[src/rtl/calc_sequencer_if.sv]
// rtl/calc_sequencer_if.sv - keypad/ALU handshake and status bundle for calc_sequencer
interface calc_sequencer_if;
  logic [3:0] key_value;
  logic       key_press;
  logic       alu_done;
  logic       alu_err;
  logic       shift_en_a;
  logic       shift_en_b;
  logic       clear_a;
  logic       clear_b;
  logic [1:0] operator;
  logic       alu_start;
  logic [2:0] state;
  logic       result_valid;
  logic       error;

  modport master (
    input  key_value, key_press, alu_done, alu_err,
    output shift_en_a, shift_en_b, clear_a, clear_b, operator,
           alu_start, state, result_valid, error
  );

  modport slave (
    output key_value, key_press, alu_done, alu_err,
    input  shift_en_a, shift_en_b, clear_a, clear_b, operator,
           alu_start, state, result_valid, error
  );
endinterface

[src/rtl/calc_sequencer.sv]
// rtl/calc_sequencer.sv - keypad calculator control sequencer
module calc_sequencer #(
  parameter int DIGITS  = 2,
  parameter int TIMEOUT = 64
) (
  input logic              clk,
  input logic              rst_n,
  calc_sequencer_if.master bus
);
  localparam int         CW = $clog2(DIGITS + 1);
  localparam logic [CW-1:0] DMAX = CW'(DIGITS);
  localparam logic [7:0] TMAX = 8'(TIMEOUT);

  typedef enum logic [2:0] {
    S_A    = 3'd0,
    S_B    = 3'd1,
    S_EXEC = 3'd2,
    S_WAIT = 3'd3,
    S_SHOW = 3'd4,
    S_ERR  = 3'd5
  } state_t;

  state_t        state_q, state_d;
  logic [CW-1:0] cnt_a_q, cnt_a_d, cnt_b_q, cnt_b_d;
  logic [1:0]    op_q, op_d;
  logic [7:0]    tcnt_q, tcnt_d;
  logic          kp_q;
  logic          shift_a_q, shift_b_q, clr_q, start_q, rv_q, err_q;
  logic          shift_a_d, shift_b_d, clr_d;

  logic key_ev, is_digit, is_clr, is_exe, is_op;

  assign key_ev   = bus.key_press & ~kp_q;
  assign is_digit = bus.key_value <= 4'h9;
  assign is_clr   = bus.key_value == 4'hA;
  assign is_exe   = bus.key_value == 4'hB;
  assign is_op    = bus.key_value >= 4'hC;

  always_comb begin
    state_d   = state_q;
    cnt_a_d   = cnt_a_q;
    cnt_b_d   = cnt_b_q;
    op_d      = op_q;
    tcnt_d    = tcnt_q;
    shift_a_d = 1'b0;
    shift_b_d = 1'b0;
    clr_d     = 1'b0;
    case (state_q)
      S_A: begin
        if (key_ev && is_digit && cnt_a_q < DMAX) begin
          shift_a_d = 1'b1;
          cnt_a_d   = cnt_a_q + CW'(1);
        end
        // Operator key codes C..F map to div..add by bit inversion.
        if (key_ev && is_op && cnt_a_q != '0) begin
          op_d    = ~bus.key_value[1:0];
          state_d = S_B;
        end
      end
      S_B: begin
        if (key_ev && is_digit && cnt_b_q < DMAX) begin
          shift_b_d = 1'b1;
          cnt_b_d   = cnt_b_q + CW'(1);
        end
        if (key_ev && is_op && cnt_b_q == '0) op_d = ~bus.key_value[1:0];
        if (key_ev && is_exe && cnt_b_q != '0) state_d = S_EXEC;
      end
      S_EXEC: begin
        tcnt_d  = '0;
        state_d = S_WAIT;
      end
      S_WAIT: begin
        if (bus.alu_done) begin
          state_d = bus.alu_err ? S_ERR : S_SHOW;
        end else begin
          tcnt_d = tcnt_q + 8'd1;
          if (tcnt_d == TMAX) state_d = S_ERR;
        end
      end
      S_SHOW, S_ERR: ;
      default: begin
        state_d = S_A;
        cnt_a_d = '0;
        cnt_b_d = '0;
        op_d    = 2'b00;
        tcnt_d  = '0;
      end
    endcase
    // Clear wins over everything, alu_done included, but not over recovery from an illegal code.
    if (key_ev && is_clr && state_q <= S_ERR) begin
      clr_d     = 1'b1;
      shift_a_d = 1'b0;
      shift_b_d = 1'b0;
      cnt_a_d   = '0;
      cnt_b_d   = '0;
      state_d   = S_A;
    end
  end

  always_ff @(posedge clk or negedge rst_n) begin
    if (!rst_n) begin
      state_q   <= S_A;
      cnt_a_q   <= '0;
      cnt_b_q   <= '0;
      op_q      <= 2'b00;
      tcnt_q    <= '0;
      kp_q      <= 1'b1;
      shift_a_q <= 1'b0;
      shift_b_q <= 1'b0;
      clr_q     <= 1'b0;
      start_q   <= 1'b0;
      rv_q      <= 1'b0;
      err_q     <= 1'b0;
    end else begin
      state_q   <= state_d;
      cnt_a_q   <= cnt_a_d;
      cnt_b_q   <= cnt_b_d;
      op_q      <= op_d;
      tcnt_q    <= tcnt_d;
      kp_q      <= bus.key_press;
      shift_a_q <= shift_a_d;
      shift_b_q <= shift_b_d;
      clr_q     <= clr_d;
      start_q   <= state_d == S_EXEC;
      rv_q      <= state_d == S_SHOW;
      err_q     <= state_d == S_ERR;
    end
  end

  assign bus.shift_en_a   = shift_a_q;
  assign bus.shift_en_b   = shift_b_q;
  assign bus.clear_a      = clr_q;
  assign bus.clear_b      = clr_q;
  assign bus.operator     = op_q;
  assign bus.alu_start    = start_q;
  assign bus.state        = state_q;
  assign bus.result_valid = rv_q;
  assign bus.error        = err_q;
endmodule

[src/flat_wrapper.sv]
// flat-port wrapper written by rule: the top's interface ports become plain ports
module calc_sequencer_flat 
#(
  parameter int DIGITS  = 2,
  parameter int TIMEOUT = 64
)
  (clk, rst_n, bus_key_value, bus_key_press, bus_alu_done, bus_alu_err, bus_shift_en_a, bus_shift_en_b, bus_clear_a, bus_clear_b, bus_operator, bus_alu_start, bus_state, bus_result_valid, bus_error);
  calc_sequencer_if bus_i ();
  input logic clk;
  input logic rst_n;
  input wire logic [$bits(bus_i.key_value)-1:0] bus_key_value;
  input wire logic [$bits(bus_i.key_press)-1:0] bus_key_press;
  input wire logic [$bits(bus_i.alu_done)-1:0] bus_alu_done;
  input wire logic [$bits(bus_i.alu_err)-1:0] bus_alu_err;
  output wire logic [$bits(bus_i.shift_en_a)-1:0] bus_shift_en_a;
  output wire logic [$bits(bus_i.shift_en_b)-1:0] bus_shift_en_b;
  output wire logic [$bits(bus_i.clear_a)-1:0] bus_clear_a;
  output wire logic [$bits(bus_i.clear_b)-1:0] bus_clear_b;
  output wire logic [$bits(bus_i.operator)-1:0] bus_operator;
  output wire logic [$bits(bus_i.alu_start)-1:0] bus_alu_start;
  output wire logic [$bits(bus_i.state)-1:0] bus_state;
  output wire logic [$bits(bus_i.result_valid)-1:0] bus_result_valid;
  output wire logic [$bits(bus_i.error)-1:0] bus_error;
  assign bus_i.key_value = bus_key_value;
  assign bus_i.key_press = bus_key_press;
  assign bus_i.alu_done = bus_alu_done;
  assign bus_i.alu_err = bus_alu_err;
  assign bus_shift_en_a = bus_i.shift_en_a;
  assign bus_shift_en_b = bus_i.shift_en_b;
  assign bus_clear_a = bus_i.clear_a;
  assign bus_clear_b = bus_i.clear_b;
  assign bus_operator = bus_i.operator;
  assign bus_alu_start = bus_i.alu_start;
  assign bus_state = bus_i.state;
  assign bus_result_valid = bus_i.result_valid;
  assign bus_error = bus_i.error;
  calc_sequencer #(.DIGITS(DIGITS), .TIMEOUT(TIMEOUT)) u_core (.clk(clk), .rst_n(rst_n), .bus(bus_i));
endmodule
[config.mk]
export PLATFORM = sky130hd
export DESIGN_NAME = calc_sequencer_flat
export DESIGN_NICKNAME = d
export VERILOG_FILES = /design/src/rtl/calc_sequencer_if.sv /design/src/rtl/calc_sequencer.sv /design/src/flat_wrapper.sv
export SDC_FILE = /design/constraint.sdc
export NUM_CORES = 1
export LEC_CHECK = 0
export ABC_CLOCK_PERIOD_IN_PS = 1800
export CORE_MARGIN = 3
export CORE_UTILIZATION = 53
export DETAILED_ROUTE_END_ITERATION = 10
export PLACE_DENSITY = 0.9
export SYNTH_ARGS = -nofsm -noshare
export SYNTH_HDL_FRONTEND = slang
export SYNTH_SLANG_ARGS = --single-unit
[constraint.sdc]
create_clock -name clk -period 1.8 [get_ports clk]
set_clock_uncertainty 0.2 [all_clocks]
set_input_delay 0.27 -clock clk [delete_from_list [all_inputs] [get_ports clk]]
set_output_delay 0.27 -clock clk [all_outputs]
set_load 0.02 [all_outputs]
* After elaboration in Yosys (flattened, before gate mapping)
Index checks and enable logic that the tools add are counted.
** Word-level totals
- Register bits after elaboration :: 24
- Input bits :: 9
- Output and inout bits :: 12
** Operators by class
- Add/sub/neg operators :: 3
- $lt $le $gt $ge :: 5
- Eq/ne operators :: 18
- Mux-type cells :: 25
- Bitwise gates (word level) :: 5
- Reductions and logical operators :: 23
** Operators by type and width (count)
- 8-bit case mux with 2 select lines :: 1
- 3-bit two-way mux :: 5
- 3-bit case mux with 5 select lines :: 1
- 3-bit == test (second input constant) :: 4
- 2-bit two-way mux :: 6
- 1-bit logical AND :: 10
- 5-bit OR reduction :: 2
- 3-bit by 2-bit == test with 1-bit output (second input constant) :: 3
- 8-bit by 1-bit adder with 8-bit output (second input constant) :: 1
- 4-bit == test (second input constant) :: 2
- 8-bit by 7-bit == test with 1-bit output (second input constant) :: 1
- 1-bit two-way mux :: 8
- 8-bit two-way mux :: 1
- 2-bit by 1-bit != test with 1-bit output (second input constant) :: 4
- 2-bit case mux with 2 select lines :: 2
- 4-bit OR reduction :: 2
- 3-bit by 1-bit != test with 1-bit output (second input constant) :: 2
- 2-bit case mux with 3 select lines :: 1
- 2-bit AND reduction :: 3
- 2-bit by 1-bit adder with 2-bit output (second input constant) :: 2
- 4-bit greater-or-equal comparator (second input constant) :: 1
- 4-bit less-or-equal comparator (second input constant) :: 1
- 2-bit < comparator (second input constant) :: 2
- 2-bit nonzero test :: 2
- 10 further kinds :: 12

* Logic depth before layout (Yosys ltp)
Gate-level depths: netlist of run 1.
- Word-level depth :: 8
- Mapped depth :: 6
- Mapped depth without buffers :: 6

* Worst setup path after synthesis of run 1
No wires, ideal clock.
- Kind :: register to register
- From :: register u_core.state_q[1] (netlist: u_core.bus.state[1])
- To :: register u_core.cnt_a_q[0]
- Arrival :: 1422 ps
- Data required time :: 1499 ps
- Path slack :: 77 ps
- Cell stages (with the launch flop) :: 6
- Path buffers :: 1
- Cell sequence :: dfrtp_1 > buf_6 > or4_1 > nor3_1 > a31oi_1 > o32ai_1
** Between the ends
- Longest elaborated chain between the ends :: 4
** RTL lines
- from (decl) :: line calc_sequencer.sv:23 : state_t state_q, state_d;
- from (signal assigned) :: line calc_sequencer.sv:115 : state_q <= state_d;
- 3-bit less-or-equal comparator, or another cell as far along :: line calc_sequencer.sv:90 : if (key_ev && is_clr && state_q <= S_ERR) begin
- 1-bit logical AND / 5-bit OR reduction (equally long branches)
- 3-bit by 1-bit != test with 1-bit output (no line), or another cell as far along
- 2-bit AND reduction (no line) / 2-bit two-way mux (equally long branches)
- to (signal assigned) :: line calc_sequencer.sv:116 : cnt_a_q <= cnt_a_d;
- to (decl) :: line calc_sequencer.sv:24 : logic [CW-1:0] cnt_a_q, cnt_a_d, cnt_b_q, cnt_b_d;
Several ways; a longest one is shown, not always the timed one.
A chain may end at the register's enable or synchronous reset.

* Worst setup path after layout of run 1
- From :: input bus_key_value[2]
- To :: register u_core.err_q (netlist: u_core.bus.error)
** Between the ends
- Longest elaborated chain between the ends :: 7
** RTL lines
- from (decl) :: line flat_wrapper.sv:11 : input wire logic [$bits(bus_i.key_value)-1:0] bus_key_value;
- 4-bit greater-or-equal comparator / 4-bit == test (equally long branches) :: line calc_sequencer.sv:37, calc_sequencer.sv:36
- 1-bit logical AND, on equally long branches (2 in series) :: line calc_sequencer.sv:55, calc_sequencer.sv:66
- 3-bit two-way mux, on equally long branches :: line calc_sequencer.sv:55, calc_sequencer.sv:66
- 3-bit case mux with 5 select lines :: line calc_sequencer.sv:48 : case (state_q)
- 3-bit two-way mux (*) :: line calc_sequencer.sv:90
- 3-bit == test (*) :: line calc_sequencer.sv:126 : err_q <= state_d == S_ERR;
- to (signal assigned) :: line calc_sequencer.sv:113 : err_q <= 1'b0;
- to (signal assigned) :: line calc_sequencer.sv:126
- to (decl) :: line calc_sequencer.sv:28 : logic shift_a_q, shift_b_q, clr_q, start_q, rv_q, err_q;
Every way passes the cells marked *; elsewhere a longest branch is shown, timed or not.

==> results.sh, run 1 <==
export IMPL_status="finished, violations left"
export IMPL_violations="setup timing"
export IMPL_final_core_util_pct=76.7
export IMPL_final_cell_mix="buf_4 (25), dfrtp_1 (21), nand2_1 (15), o21ai_0 (12), clkdlybuf4s50_1 (12)"
export IMPL_antennaDiodeCount=0
export IMPL_detail_route_antenna_nets=0
export IMPL_dpl_cell_count=212
export IMPL_grt_setup_unrepaired="yes"
export IMPL_final_setup_worst_slack_ns=-0.151
export IMPL_start_util_pct=56.4
export IMPL_place_ws_ns=-0.273
export IMPL_irDropWorstVdd_uv=847
export IMPL_critPathMaxFanout=5
export IMPL_synth_warnings=0
export IMPL_regToRegSetupSlack_ns=-0.09
export IMPL_crit_type="in2reg"
export IMPL_route_detailed_drc=0
export IMPL_grt_max_degree=17
export IMPL_vias=1396
export IMPL_grt_pass1_vias=1359
export IMPL_cts_buffer_depth=2
export IMPL_timing_rr_end="u_core.bus.error"
export IMPL_num_rows=18
export IMPL_setup_violations_final=4
export IMPL_cts_buffers=3
export IMPL_slew_headroom_pct=68.5
export IMPL_io_buffers=20
export IMPL_dr_pass1_iters=4
export IMPL_drive_gt1_share_pct=28.3
export IMPL_drt_wl_total_um=4110
export IMPL_die_area_sq_um=3340
export IMPL_grt_use_total_pct=24.8
export IMPL_power_leakage_nw=0.923
export IMPL_synth_cell_types=51
export IMPL_endpoint_kind="register"
export IMPL_fin_cells=221
export IMPL_dp_hpwl_um=2750
export IMPL_required_ns=1.80
export IMPL_syn_to_final_growth_pct=36.1
export IMPL_place_congestion=0.876
export IMPL_powerDensity_nw_per_um2=1010
export IMPL_finalPower_w=0.00195
export IMPL_fin_tns_setup_ns=-0.323
export IMPL_critPathSlowestCell="clkdlybuf4s50_1"
export IMPL_antenna_found_initial=0
export IMPL_wl_per_cell_um=18.6
export IMPL_cp_start_kind="primary input"
export IMPL_synthArstFlopShare_pct=100
export IMPL_hold_viol=0
export IMPL_syn_num_nets=162
export IMPL_cp_arrival_ns=1.96
export IMPL_post_route_period_util_pct=108
export IMPL_cts_hold_buf=0
export IMPL_ys_flop_type="dfrtp_1"
export IMPL_clock_latency_ns=0.32
export IMPL_drt_initial_drc_count=64
export IMPL_fp_dieW_um=57.8
export IMPL_synthCells=150
export IMPL_clock_sinks=24
export IMPL_grt_ovfl_total=0
export IMPL_layout_commonest_cell="buf_4"
export IMPL_worstPathCellList="clkdlybuf4s50_1 > nor2b_1 > buf_4 > nand4_1 > o21ai_0 > a22oi_1"
export IMPL_r2r_start="u_core.cnt_b_q[0]"
export IMPL_hold_class="in2async"
export IMPL_setup_worst_path_start="bus_key_value[2]"
export IMPL_finalNetCount=204
export IMPL_r2r_cells=6
export IMPL_finalMaxSlewViolations=0
export IMPL_coreArea_sq_um=2520
export IMPL_ys_ff_latch=24
export IMPL_htree_num_levels=1
export IMPL_worstMarginPinSlew_ns=0.472
export IMPL_cpPeakStageDelay_ns=0.56
export IMPL_clk_pin_slew_ns=0.14
export IMPL_io_pin_count=21
export IMPL_ys_seq_area_share_pct=42.3
export IMPL_syn_area_per_cell_sq_um=9.48
export IMPL_clockRootBuffer="clkbuf_4"
export IMPL_min_period_ns=1.95
export IMPL_cts_tree="done"
export IMPL_synth_edf_count=0
export IMPL_drv_max_cap_violation_count=0
export IMPL_die_h_um=57.8
export IMPL_crit_end="u_core.bus.error"
export IMPL_syn_area_sq_um=1420
export IMPL_vias_per_cell=6.32
export IMPL_grt_pass1_wl_um=6310
export IMPL_fmax_mhz=512
[sequential cells by signal, summed over array words and instances, names as in the netlist, 2 cells and up]
register	cells
u_core.bus.operator	2
u_core.bus.state	3
u_core.cnt_a_q	2
u_core.cnt_b_q	2
u_core.tcnt_q	8
[cells by family after synthesis]
family / share of synthesized area, %
buf+inv: 6.07
fa+ha+maj: 2.64
simple gates: 25.7
flops: 42.3
xor+xnor: 0.616
mux: 1.41
compound gates: 21.3
[synth_stat cells, types with 3 or more instances]
library cell	n	area (sq um)
a21oi_1	6	30.0
a31oi_1	7	43.8
and3_1	3	18.8
buf_2	3	15.0
buf_4	3	22.5
dfrtp_1	23	576
ha_1	3	37.5
inv_1	6	22.5
nand2_1	15	56.3
nand3_1	5	25.0
nor2_1	6	22.5
nor2b_1	8	50.1
o21a_1	3	22.5
o21ai_0	13	65.1
[critical path, delay by kind of cell]
kind	cells	cell delay, ns
AO/OA/AOI/OAI	2	0.54
AND/OR/NAND/NOR	2	0.44
buffers and inverters	2	0.71
[metal layers]
metal / up-vias / part of all wire (%) / global-route usage, %
li1: 634 / - / -
met5: - / 0 / 0
met2: 61 / 50 / 43.7
met3: 17 / 5.7 / 3.79
met4: 0 / 4.0 / 11.9
met1: 684 / 40 / 29.2
[stage by stage]
stage               hold WS, ns  instance area (sq um)
floorplan                -0.226                   1420
global placement          0.288                   1770
detailed placement        0.291                   1770
CTS                      0.0437                   1830
global route             0.0618                   1940
finish                   0.0475                   1940
[repair_timing]
item / CTS / global route
gates cloned: 0 / 0
gates resized for setup: 7 / 17
setup endpoints to repair: 4 / 13
buffers inserted: 1 / 4
pin swaps: 1 / 5
[power breakdown]
part | switching, W | leakage (nW) | internal, W
combinational | 0.000463 | 0.595 | 0.000422
sequential | 0.000116 | 0.308 | 0.000651
clock | 0.000175 | 0.0210 | 0.000124
total | 0.000754 | 0.923 | 0.00120
[worst min path at each step]
stage,cells past startpoint,end,slack [ns],start
6_report,1,u_core.bus.state[2],0.05,rst_n
5_1_grt,1,u_core.bus.result_valid,0.06,rst_n
4_1_cts,1,u_core.bus.operator[0],0.04,rst_n
3_5_place_dp,1,u_core.tcnt_q[7],0.29,u_core.tcnt_q[7]
3_3_place_gp,1,u_core.tcnt_q[7],0.29,u_core.tcnt_q[7]
2_1_floorplan,0,u_core.bus.alu_start,-0.23,rst_n
[layout make-up]
class                   count  area [sq um]
fillers                   163           587
inverters                   6          22.5
flip-flops and latches     24           604
repair buffers             46           417
well taps                  30          37.5
multi-input cells         111           818
clock buffers               4          36.3
(Power assumes the default switching activity.)
==> inputs of run 2 (changes only) <==
- SKIP_CTS_REPAIR_TIMING: not set -> 1
==> results.sh, run 2 (synthesis gave the netlist of run 1 again) <==
export IMPL_min_period_ns=1.78
export IMPL_finalPower_w=0.00195
export IMPL_clockRootBuffer="clkbuf_4"
export IMPL_route_detailed_drc=0
export IMPL_htree_num_levels=1
export IMPL_irDropWorstVdd_uv=777
export IMPL_power_leakage_nw=0.949
export IMPL_r2r_cells=6
export IMPL_cp_arrival_ns=1.85
export IMPL_r2r_start="u_core.cnt_b_q[0]"
export IMPL_io_pin_count=21
export IMPL_dr_pass1_iters=4
export IMPL_drt_initial_drc_count=79
export IMPL_antenna_found_initial=0
export IMPL_post_route_period_util_pct=99.0
export IMPL_detail_route_antenna_nets=0
export IMPL_grt_pass1_wl_um=6180
export IMPL_powerDensity_nw_per_um2=1020
export IMPL_clock_sinks=24
export IMPL_cts_tree="done"
export IMPL_final_setup_worst_slack_ns=0.0174
export IMPL_crit_type="reg2reg"
export IMPL_setup_violations_final=0
export IMPL_cts_buffers=3
export IMPL_hold_ws_ns=0.0379
export IMPL_slew_headroom_pct=68.7
export IMPL_grt_setup_unrepaired="yes"
export IMPL_required_ns=1.87
export IMPL_critPathMaxFanout=3
export IMPL_hold_class="in2async"
export IMPL_worstMarginPinSlew_ns=0.468
export IMPL_final_area_sq_um=1910
export IMPL_wl_per_cell_um=18.5
export IMPL_final_core_util_pct=75.9
export IMPL_largest_register="u_core.tcnt_q"
export IMPL_placed_cell_area_sq_um=1770
export IMPL_finalMaxSlewViolations=0
export IMPL_coreArea_sq_um=2520
export IMPL_die_area_sq_um=3340
export IMPL_vias=1380
export IMPL_drv_max_cap_violation_count=0
export IMPL_num_rows=18
export IMPL_grt_use_total_pct=24.3
export IMPL_clock_latency_ns=0.33
export IMPL_layout_commonest_cell="buf_4"
export IMPL_grt_pass1_vias=1358
export IMPL_antennaDiodeCount=0
export IMPL_die_h_um=57.8
export IMPL_timing_rr_end="u_core.bus.state[1]"
export IMPL_endpoint_kind="register"
export IMPL_grt_ovfl_total=0
export IMPL_final_cell_mix="buf_4 (23), dfrtp_1 (21), nand2_1 (15), o21ai_0 (12), clkdlybuf4s50_1 (12)"
export IMPL_crit_end="u_core.bus.state[1]"
export IMPL_hold_viol=0
export IMPL_vias_per_cell=6.30
export IMPL_clk_pin_slew_ns=0.14
export IMPL_drive_gt1_share_pct=27.5
export IMPL_largest_reg_flops=8
export IMPL_start_util_pct=56.4
export IMPL_place_congestion=0.876
export IMPL_fp_dieW_um=57.8
export IMPL_fmax_mhz=561
export IMPL_cp_start_kind="register"
export IMPL_place_ws_ns=-0.273
export IMPL_dp_hpwl_um=2750
export IMPL_finalNetCount=202
export IMPL_regToRegSetupSlack_ns=0.02
export IMPL_grt_max_degree=17
export IMPL_io_buffers=20
export IMPL_syn_to_final_growth_pct=34.6
export IMPL_status="finished, final reports clean"
export IMPL_cts_buffer_depth=2
export IMPL_setup_worst_path_start="u_core.cnt_b_q[0]"
export IMPL_fillers=158
export IMPL_drt_wl_total_um=4050
==> run 2: how the worst min path moves through the flow <==
| stage | startpoint | cells after the start | end | slack, ns |
|---|---|---|---|---|
| finish | rst_n | 1 | u_core.bus.operator[1] | 0.04 |
| global route | rst_n | 1 | u_core.bus.operator[1] | 0.05 |
| CTS | rst_n | 1 | u_core.bus.operator[0] | 0.04 |
| detailed placement | u_core.tcnt_q[7] | 1 | u_core.tcnt_q[7] | 0.29 |
| global placement | u_core.tcnt_q[7] | 1 | u_core.tcnt_q[7] | 0.29 |
| floorplan | rst_n | 0 | u_core.bus.alu_start | -0.23 |
==> run 2: cell type report <==
| cell class | instances | area (sq um) | area share, % |
|---|---|---|---|
| multi-input combinational | 111 | 801 | 41.8 |
| clock buffer | 4 | 36.3 | 1.90 |
| inverter | 6 | 22.5 | 1.18 |
| tap | 30 | 37.5 | 1.96 |
| sequential | 24 | 604 | 31.6 |
| timing repair buffer | 44 | 413 | 21.6 |
==> run 2: where the power goes <==
group | leakage [nW] | switching [W] | internal, W
registers | 0.308 | 0.000116 | 0.000651
logic | 0.620 | 0.000455 | 0.000427
clock network | 0.0210 | 0.000172 | 0.000124
==> run 2: through the flow <==
step           cells  TNS [ns]
6_report         219         0
5_1_grt          219    -0.122
4_1_cts          216    -0.559
3_5_place_dp     212     -2.55
3_3_place_gp     212     -1.53
2_1_floorplan    150         0
==> run 2: layer usage <==
metal	track usage, %	vias to the layer above	wire length (um)
met4	11.6	0	114
met2	42.7	68	2040
li1	-	630	-
met3	3.79	12	263
met5	0	-	0
met1	28.7	670	1640
==> run 2: critical path, cell delays in order (launching register included) <==
cell      delay (ns)
dfrtp_1         0.42
inv_2           0.07
ha_4            0.17
nor4bb_4        0.27
a41oi_2         0.19
a211oi_2        0.26
o21a_1          0.14
==> inputs of run 3 (changes only) <==
- CTS_CLUSTER_DIAMETER: not set -> 60
==> results of run 3 <==
The final DEF is identical to that of run 2; final timing and power are the same.
